===== src/rtl/renorm_pipe_if.sv =====
// Stream bundle for renorm_pipe: input beat handshake plus scaled output beat.
// The DUT takes the slave modport, the upstream/downstream side takes master.
interface renorm_if #(
    parameter int LANES = 4,
    parameter int IN_W  = 10,
    parameter int OUT_W = 13
);
    logic                        in_valid;
    logic                        in_ready;
    logic [LANES-1:0][IN_W-1:0]  in_data;
    logic [1:0]                  in_mode;
    logic                        out_valid;
    logic                        out_ready;
    logic [LANES-1:0][OUT_W-1:0] out_data;
    logic [LANES-1:0]            out_ovf;

    modport master (
        output in_valid, in_data, in_mode, out_ready,
        input  in_ready, out_valid, out_data, out_ovf
    );

    modport slave (
        input  in_valid, in_data, in_mode, out_ready,
        output in_ready, out_valid, out_data, out_ovf
    );
endinterface


===== src/rtl/renorm_pipe.sv =====
// Two-stage shift-add renormalizer (x*2^k or x*(2^k+1) per lane) with valid/ready flow control.
// Define RENORM_SAT_EN to clamp overflowing lanes; otherwise they wrap to the low OUT_W bits.
module renorm_pipe #(
    parameter int LANES = 4,
    parameter int IN_W  = 10,
    parameter int OUT_W = 13,
    parameter int SHIFT = 2
) (
    input  logic    clk,
    input  logic    rst_n,
    renorm_if.slave bus,
    input  logic    ovf_clr,
    output logic    ovf_sticky
);
    localparam int PW = IN_W + SHIFT + 1;

    typedef enum logic [1:0] {
        MODE_STD    = 2'd0,
        MODE_SHIFT  = 2'd1,
        MODE_BYPASS = 2'd2,
        MODE_PLUS   = 2'd3
    } mode_e;

    logic                        v1, v2, rdy1, rdy2;
    mode_e                       mode;
    logic [LANES-1:0][PW-1:0]    prod, p1;
    logic [LANES-1:0][OUT_W-1:0] conv, out_q;
    logic [LANES-1:0]            ovf, ovf_q;

    assign mode          = mode_e'(bus.in_mode);
    assign rdy2          = !v2 || bus.out_ready;
    assign rdy1          = !v1 || rdy2;
    assign bus.in_ready  = rdy1;
    assign bus.out_valid = v2;
    assign bus.out_data  = out_q;
    assign bus.out_ovf   = ovf_q;

    for (genvar i = 0; i < LANES; i++) begin : g_lane
        localparam bit EVEN = (i % 2) == 0;
        logic [PW-1:0]    xs, sh, pl, pm;
        logic [OUT_W-1:0] c;
        logic             o;

        assign xs = PW'($signed(bus.in_data[i]));
        assign sh = xs <<< SHIFT;
        assign pl = sh + xs;

        // NOTE: assigning a default before the case keeps every path driven, so no latch is inferred.
        always_comb begin
            pm = sh;
            unique case (mode)
                MODE_STD:    pm = EVEN ? pl : sh;
                MODE_SHIFT:  pm = sh;
                MODE_BYPASS: pm = xs;
                MODE_PLUS:   pm = pl;
                default:     pm = sh;
            endcase
        end
        assign prod[i] = pm;

        if (PW <= OUT_W) begin : g_fit
            assign c = OUT_W'($signed(p1[i]));
            assign o = 1'b0;
        end else begin : g_narrow
            // In range only when the bits above the output sign bit all copy it.
            logic [PW-OUT_W:0] hi;
            assign hi = p1[i][PW-1:OUT_W-1];
            assign o  = !((&hi) || !(|hi));
`ifdef RENORM_SAT_EN
            assign c = o ? (p1[i][PW-1] ? {1'b1, {(OUT_W-1){1'b0}}}
                                        : {1'b0, {(OUT_W-1){1'b1}}})
                         : p1[i][OUT_W-1:0];
`else
            assign c = p1[i][OUT_W-1:0];
`endif
        end
        assign conv[i] = c;
        assign ovf[i]  = o;
    end

    // NOTE: sequential state uses non-blocking assignments so every register samples pre-edge values.
    always_ff @(posedge clk or negedge rst_n) begin
        if (!rst_n) begin
            v1    <= 1'b0;
            v2    <= 1'b0;
            out_q <= '0;
            ovf_q <= '0;
        end else begin
            if (rdy1) v1 <= bus.in_valid;
            if (rdy2) begin
                v2 <= v1;
                if (v1) begin
                    out_q <= conv;
                    ovf_q <= ovf;
                end
            end
        end
    end

    // NOTE: the stage-1 product is pure datapath qualified by v1, so it is deliberately left without reset.
    always_ff @(posedge clk) begin
        if (rdy1 && bus.in_valid) p1 <= prod;
    end

    // Set on output acceptance takes priority over a same-cycle clear.
    always_ff @(posedge clk or negedge rst_n) begin
        if (!rst_n)                             ovf_sticky <= 1'b0;
        else if (v2 && bus.out_ready && |ovf_q) ovf_sticky <= 1'b1;
        else if (ovf_clr)                       ovf_sticky <= 1'b0;
    end
endmodule


===== src/flat_wrapper.sv =====
// flat-port wrapper written by rule: the top's interface ports become plain ports
module renorm_pipe_flat 
#(
    parameter int LANES = 4,
    parameter int IN_W  = 10,
    parameter int OUT_W = 13,
    parameter int SHIFT = 2
)
  (clk, rst_n, ovf_clr, ovf_sticky, bus_in_valid, bus_in_data, bus_in_mode, bus_out_ready, bus_in_ready, bus_out_valid, bus_out_data, bus_out_ovf);
  renorm_if #(.LANES(LANES), .IN_W(IN_W), .OUT_W(OUT_W)) bus_i ();
  input  logic clk;
  input  logic rst_n;
  input  logic ovf_clr;
  output logic ovf_sticky;
  input wire logic [$bits(bus_i.in_valid)-1:0] bus_in_valid;
  input wire logic [$bits(bus_i.in_data)-1:0] bus_in_data;
  input wire logic [$bits(bus_i.in_mode)-1:0] bus_in_mode;
  input wire logic [$bits(bus_i.out_ready)-1:0] bus_out_ready;
  output wire logic [$bits(bus_i.in_ready)-1:0] bus_in_ready;
  output wire logic [$bits(bus_i.out_valid)-1:0] bus_out_valid;
  output wire logic [$bits(bus_i.out_data)-1:0] bus_out_data;
  output wire logic [$bits(bus_i.out_ovf)-1:0] bus_out_ovf;
  assign bus_i.in_valid = bus_in_valid;
  assign bus_i.in_data = bus_in_data;
  assign bus_i.in_mode = bus_in_mode;
  assign bus_i.out_ready = bus_out_ready;
  assign bus_in_ready = bus_i.in_ready;
  assign bus_out_valid = bus_i.out_valid;
  assign bus_out_data = bus_i.out_data;
  assign bus_out_ovf = bus_i.out_ovf;
  renorm_pipe #(.LANES(LANES), .IN_W(IN_W), .OUT_W(OUT_W), .SHIFT(SHIFT)) u_core (.clk(clk), .rst_n(rst_n), .bus(bus_i), .ovf_clr(ovf_clr), .ovf_sticky(ovf_sticky));
endmodule

===== config.mk =====
export PLATFORM = sky130hd
export DESIGN_NAME = renorm_pipe_flat
export DESIGN_NICKNAME = d
export VERILOG_FILES = /design/src/rtl/renorm_pipe_if.sv /design/src/rtl/renorm_pipe.sv /design/src/flat_wrapper.sv
export SDC_FILE = /design/constraint.sdc
export NUM_CORES = 1
export LEC_CHECK = 0
export CAP_MARGIN = 30
export CORE_UTILIZATION = 57
export CTS_CLUSTER_DIAMETER = 50
export DETAILED_ROUTE_END_ITERATION = 16
export PLACE_DENSITY = 0.86
export SLEW_MARGIN = 20
export SYNTH_ARGS = -nofsm -noshare
export SYNTH_HDL_FRONTEND = slang
export SYNTH_SLANG_ARGS = --single-unit

===== constraint.sdc =====
create_clock -name clk -period 7.03 [get_ports clk]
set_clock_uncertainty 0.1 [all_clocks]
set_input_delay 0.703 -clock clk [delete_from_list [all_inputs] [get_ports clk]]
set_output_delay 0.703 -clock clk [all_outputs]
set_load 0.05 [all_outputs]

== Word-level counts from Yosys, hierarchy flattened ==
Cells that the tools add are included.
Cells by class
  equality and inequality tests: 3
  mux-type cells: 5
  $add $sub $neg: 4
  reductions and logical operators: 9
Operators by type and width (number)
  13-bit one-hot mux with 3 select lines: 4
  12-bit by 10-bit adder with 13-bit output: 4
  2-bit equality test, second input constant: 2
  2-bit OR reduction: 2
  2-bit by 1-bit equality test with 1-bit output, second input constant: 1
  1-bit zero test: 2
  2-bit zero test: 1
  1-bit logical OR: 2
  2-bit AND reduction: 1
  1-bit logical AND: 1
  1-bit 2-to-1 mux: 1
Word-level totals
  word-level logic and storage cells: 32
  register bits after elaboration: 107
  output and inout bits: 59
  bits of input ports: 47

== Logic depth before layout (Yosys ltp) ==
  depth in word-level cells: 4
  gate-level depth with buffers: 8
  depth with buffers taken out: 8

== Least setup slack after synthesis ==
No wires, ideal clock.
  path type: in2reg
  start: input port bus_out_ready
  end: register u_core.p1 (netlist bit u_core.g_lane[0].c[0]), enable pin
  path slack: 4.035 ns
  required time: 6.515 ns
  arrival time: 2.481 ns
  cell stages on the path: 2
  library setup time: 0.415 ns
  path buffers: 0
  cells stage by stage: nand3b_1 and2_1
Between the ends
  cells in the longest elaborated chain, start to end: 3
Ends and longest elaborated chain
  from (decl): line flat_wrapper.sv:18  | input wire logic [$bits(bus_i.out_ready)-1:0] bus_out_ready;
  1-bit logical OR: line renorm_pipe.sv:31  | assign rdy2 = !v2 || bus.out_ready;
  1-bit logical OR: line renorm_pipe.sv:32  | assign rdy1 = !v1 || rdy2;
  1-bit logical AND: line renorm_pipe.sv:102  | if (rdy1 && bus.in_valid) p1 <= prod;
  to (signal assigned): line renorm_pipe.sv:102
  to (decl): line renorm_pipe.sv:26  | logic [LANES-1:0][PW-1:0] prod, p1;
Every way passes these cells.
A chain may end at the register's enable or synchronous reset.

== Worst setup path after layout ==
  start: input port bus_out_ready
  end: output port bus_in_ready
Between the ends
  cells in the longest elaborated chain, start to end: 2
Ends and longest elaborated chain
  1-bit logical OR: line renorm_pipe.sv:31
  1-bit logical OR: line renorm_pipe.sv:32
  to (decl): line flat_wrapper.sv:19  | output wire logic [$bits(bus_i.in_ready)-1:0] bus_in_ready;
Every way passes these cells.

==> summary.log <==
[floorplan] Die Width 103 um
[final_layout] number of inserted diodes 0
[setup_path] crit path capture type output pin
[timing] setup repair after global routing missed its margin false
[placement] pre-CTS setup slack 3830 ps
[synthesis] syn avg cell area 11.9 um^2
[clock_tree] clock tree from TritonCTS yes
[setup_path] r2r endpoint u_core.g_lane[2].c[5]
[timing] setup slack of the critical path after layout 4080 ps
[detailed_routing] vias per inst 5.94
[clock_tree] clock slew seen by the registers of the worst setup and hold paths 90 ps
[final_layout] Post-layout nets 674
[final_layout] Cell Count, Final, Fillers Out 722
[synthesis] cell area after synthesis 5820 um^2
[floorplan] initial core utilization 59.3%
[clock_tree] cts bufs inserted 9
[clock_tree] cts repair resizes 0
[detailed_routing] average detailed-routed wire length per instance 17.8 um
[timing] final critical path time including I/O delays and setup 2950 ps
[setup_path] worst-path fanout max 3
[placement] post-DP HPWL 8.77 mm
[clock_tree] number of sinks handled by clock tree synthesis 106
[setup_path] launching instance or port of the critical path bus_out_ready
[clock_tree] buffer cell driving the clock tree root sky130_fd_sc_hd__clkbuf_8
[final_layout] most frequent standard cell in the layout excluding fill and tap cells sky130_fd_sc_hd__clkdlybuf4s50_1
[setup_path] library cell contributing the largest single delay on the critical path sky130_fd_sc_hd__clkdlybuf4s50_1
[detailed_routing] wire length after detailed routing 12.9 mm
[grt] Tot GR Track Use 26.2%
[floorplan] area enclosed by the die boundary 10,600 um^2
[setup_path] Setup CP Type in -> out
[setup_path] reg2reg setup slack 5280 ps
[setup_path] Crit path max-delay family buffers and inverters
[setup_path] critical path required time 6230 ps
[timing] number of pins exceeding their max-slew limit in the final report 0
[synthesis] Async SR Flop Fraction 50.9%
[floorplan] floorplan row count 36
[timing] Period Utilization, post-route 41.9%
[synthesis] synthesized flop and latch total 106
[timing] Final Hold Viols 0
[clock_tree] worst-skew pair later-pin latency 380 ps
[floorplan] I/O pin count 106
[floorplan] Core Footprint 9820 um^2
[timing] relative slew slack 51.4%
[synthesis] distinct cell type count of the synthesized netlist 51
[synthesis] Post-synth EDFFs 52
[setup_path] total buffers and inverters traversed by the critical path 2
[pwr] net switching share of the total power 35.5%
[pwr] highest ir drop seen on vdd 0.154 mV
[timing] Final setup violation count 0
[detailed_routing] post-route DRC violation count 0
[synthesis] Synth top area share 26.8%
[grt] largest net degree at the start of global routing 55
[final_layout] layout overhead on the synthesized area 22.3%
[detailed_routing] Iter 0 DRT Violations 189
[clock_tree] buffers inserted during post-CTS setup optimization 0
[setup_path] beginning of the worst register-to-register path u_core.bus.out_valid
[synthesis] post-synthesis sequential area ratio 50.0%
[setup_path] startpoint type of the worst setup path primary input
[clock_tree] H-tree levels 3
[synthesis] most frequently used flop master after synthesis sky130_fd_sc_hd__dfrtp_1
[placement] placed instance count 706
[grt] number of antenna violations at the first check in global routing 0
[floorplan] overall die height 103 um
[setup_path] worst path cell trace clkdlybuf4s50_1 > nand3b_1 > clkdlybuf4s50_1
[pwr] clock power share 20.8%
[detailed_routing] via count 4,287
[final_layout] fraction of final layout cells with drive strength greater than 1 14.3%
[detailed_routing] Detail Route Antenna Nets 0
[synthesis] top cells by area, synth sky130_fd_sc_hd__edfxtp_1 27%, sky130_fd_sc_hd__dfrtp_1 23%, sky130_fd_sc_hd__mux2_2 10%
[clock_tree] number of buffers added to fix hold violations after cts 0
[pwr] net switching power of the design 0.666 mW
[grt] via count of the first global-routing pass 4,277
[pwr] Leakage Power 2.88 nW
[final_layout] commonest cells after routing, fill and taps aside 98 x sky130_fd_sc_hd__clkdlybuf4s50_1, 54 x sky130_fd_sc_hd__dfrtp_1, 52 x sky130_fd_sc_hd__mux2_2, 52 x sky130_fd_sc_hd__edfxtp_1, 39 x sky130_fd_sc_hd__ha_1
[setup_path] R2R depth 3
[detailed_routing] drt pass-1 iters 4
[placement] count of buffers from port buffering 99
[setup_path] slowest cell delay on critical path 830 ps
[pwr] sequential share of power 42.3%
[placement] gp weighted congestion 0.878
[timing] Peak Freq 339 MHz
[pwr] combinational cell fraction of total power 36.9%
[setup_path] Arrival @ worst endpoint 2150 ps
[worst_hold_path] path category of the worst min-delay check in -> async
[grt] global-route wire length before repair 20.9 mm
[run_status] run status completed
[run] max-cap check violation count 0
[pwr] Pwr per Cell Area 263 nW/um^2
[synthesis] synth warn 0
[grt] sum of overflow across all layers after global routing 0
[pwr] Int Pwr 1.21 mW
[synthesis] Cells after Synth 490
[synthesis] largest area contributor in the synthesized netlist sky130_fd_sc_hd__edfxtp_1
[clock_tree] number of buffers on the longest clock path 2
[timing] summed negative setup slack over all endpoints 0 ps
[timing] worst slew pin tran 728 ps
[setup_path] cell repeated most along the worst path sky130_fd_sc_hd__clkdlybuf4s50_1
-- metal layers --
metal / GRT usage (%) / routed length, um
met2: 44.8 / 6450
met4: 8.67 / 189
met3: 5.36 / 721
met5: 0 / 0
met1: 33.3 / 5500
-- stage by stage --
stage | utilization (%) | power (mW) | hold WS [ps] | instance area (um^2)
final | 72.5 | 1.88 | 365 | 7120
after CTS | 72.5 | 1.88 | 386 | 7120
after global routing | 72.5 | 1.96 | 402 | 7120
after global placement | 70.4 | 1.47 | 359 | 6920
after floorplan | - | 1.26 | 307 | 5840
after detailed placement | 70.4 | 1.49 | 365 | 6920
-- power by group through the flow --
stage / combinational [mW] / clock, mW / sequential, mW
after floorplan: 0.242 / 0 / 1.02
after global placement: 0.668 / 0 / 0.801
after detailed placement: 0.688 / 0 / 0.807
after CTS: 0.692 / 0.394 / 0.794
after global routing: 0.736 / 0.417 / 0.804
final: 0.692 / 0.391 / 0.793
-- Yosys cell counts, types with 3 or more instances --
master and count:
sky130_fd_sc_hd__a21oi_1 21, sky130_fd_sc_hd__o22ai_1 4, sky130_fd_sc_hd__nor2_1 20, sky130_fd_sc_hd__edfxtp_1 52, sky130_fd_sc_hd__nor3_1 10, sky130_fd_sc_hd__buf_4 5
sky130_fd_sc_hd__a221o_1 5, sky130_fd_sc_hd__nand2b_1 6, sky130_fd_sc_hd__nor2b_1 11, sky130_fd_sc_hd__clkbuf_1 13, sky130_fd_sc_hd__o31ai_1 6, sky130_fd_sc_hd__mux2_2 52
sky130_fd_sc_hd__o21ai_1 8, sky130_fd_sc_hd__o221ai_1 4, sky130_fd_sc_hd__xor2_1 4, sky130_fd_sc_hd__nand2_1 35, sky130_fd_sc_hd__a21o_1 6, sky130_fd_sc_hd__dfrtp_1 54
sky130_fd_sc_hd__nand3b_1 3, sky130_fd_sc_hd__and3_1 6, sky130_fd_sc_hd__a211oi_1 14, sky130_fd_sc_hd__a221oi_1 8, sky130_fd_sc_hd__ha_1 39, sky130_fd_sc_hd__fa_1 4
sky130_fd_sc_hd__a22oi_1 13, sky130_fd_sc_hd__inv_1 15, sky130_fd_sc_hd__and2_1 5, sky130_fd_sc_hd__xnor2_1 12, sky130_fd_sc_hd__o21ai_0 16, sky130_fd_sc_hd__buf_2 7
-- worst reg2reg max path, delay by kind of cell, from the launching register on --
| kind | cells | cell delay [ps] |
|---|---|---|
| DFF | 1 | 410 |
| and+or+nand+nor | 2 | 290 |
| buffers and inverters | 1 | 550 |
-- flip-flops by register name, indices dropped and copies added (netlist names) --
| register | flops |
|---|---|
| u_core.g_lane.c | 52 |
| u_core.bus.out_data | 52 |
| u_core.v1 | 1 |
| u_core.bus.out_valid | 1 |
-- cells by family (layout without fill, tap and decap cells) --
logic type | Yosys count | in the layout | share of synthesized area (%)
other cells | 1 | 5 | 0.0644
compound gates | 125 | 125 | 15.6
buf+inv | 42 | 137 | 3.18
fa+ha+maj | 43 | 43 | 9.75
xor+xnor | 16 | 16 | 2.41
simple gates | 103 | 103 | 8.53
mux | 54 | 54 | 10.4
flops | 106 | 106 | 50.0
-- worst max path at each step --
| stage | to | slack, ps | cells after the start |
|---|---|---|---|
| final | bus_in_ready | 4080 | 3 |
| after global routing | bus_in_ready | 4000 | 3 |
| after CTS | bus_in_ready | 4080 | 3 |
| after detailed placement | u_core.g_lane[1].c[10] | 3830 | 8 |
| after global placement | u_core.g_lane[3].c[10] | 3900 | 8 |
| after floorplan | u_core.g_lane[0].c[0] | 4030 | 2 |
-- final cells by class --
cell class | instances | area (um^2)
repair buffers | 105 | 1030
inverters | 16 | 60.1
clock inverters | 2 | 35.0
clock buffers | 14 | 173
fillers | 712 | 2700
well taps | 133 | 166
multi-input cells | 346 | 2750
flip-flops and latches | 106 | 2910
No activity file was read; power rests on OpenSTA's default activity.
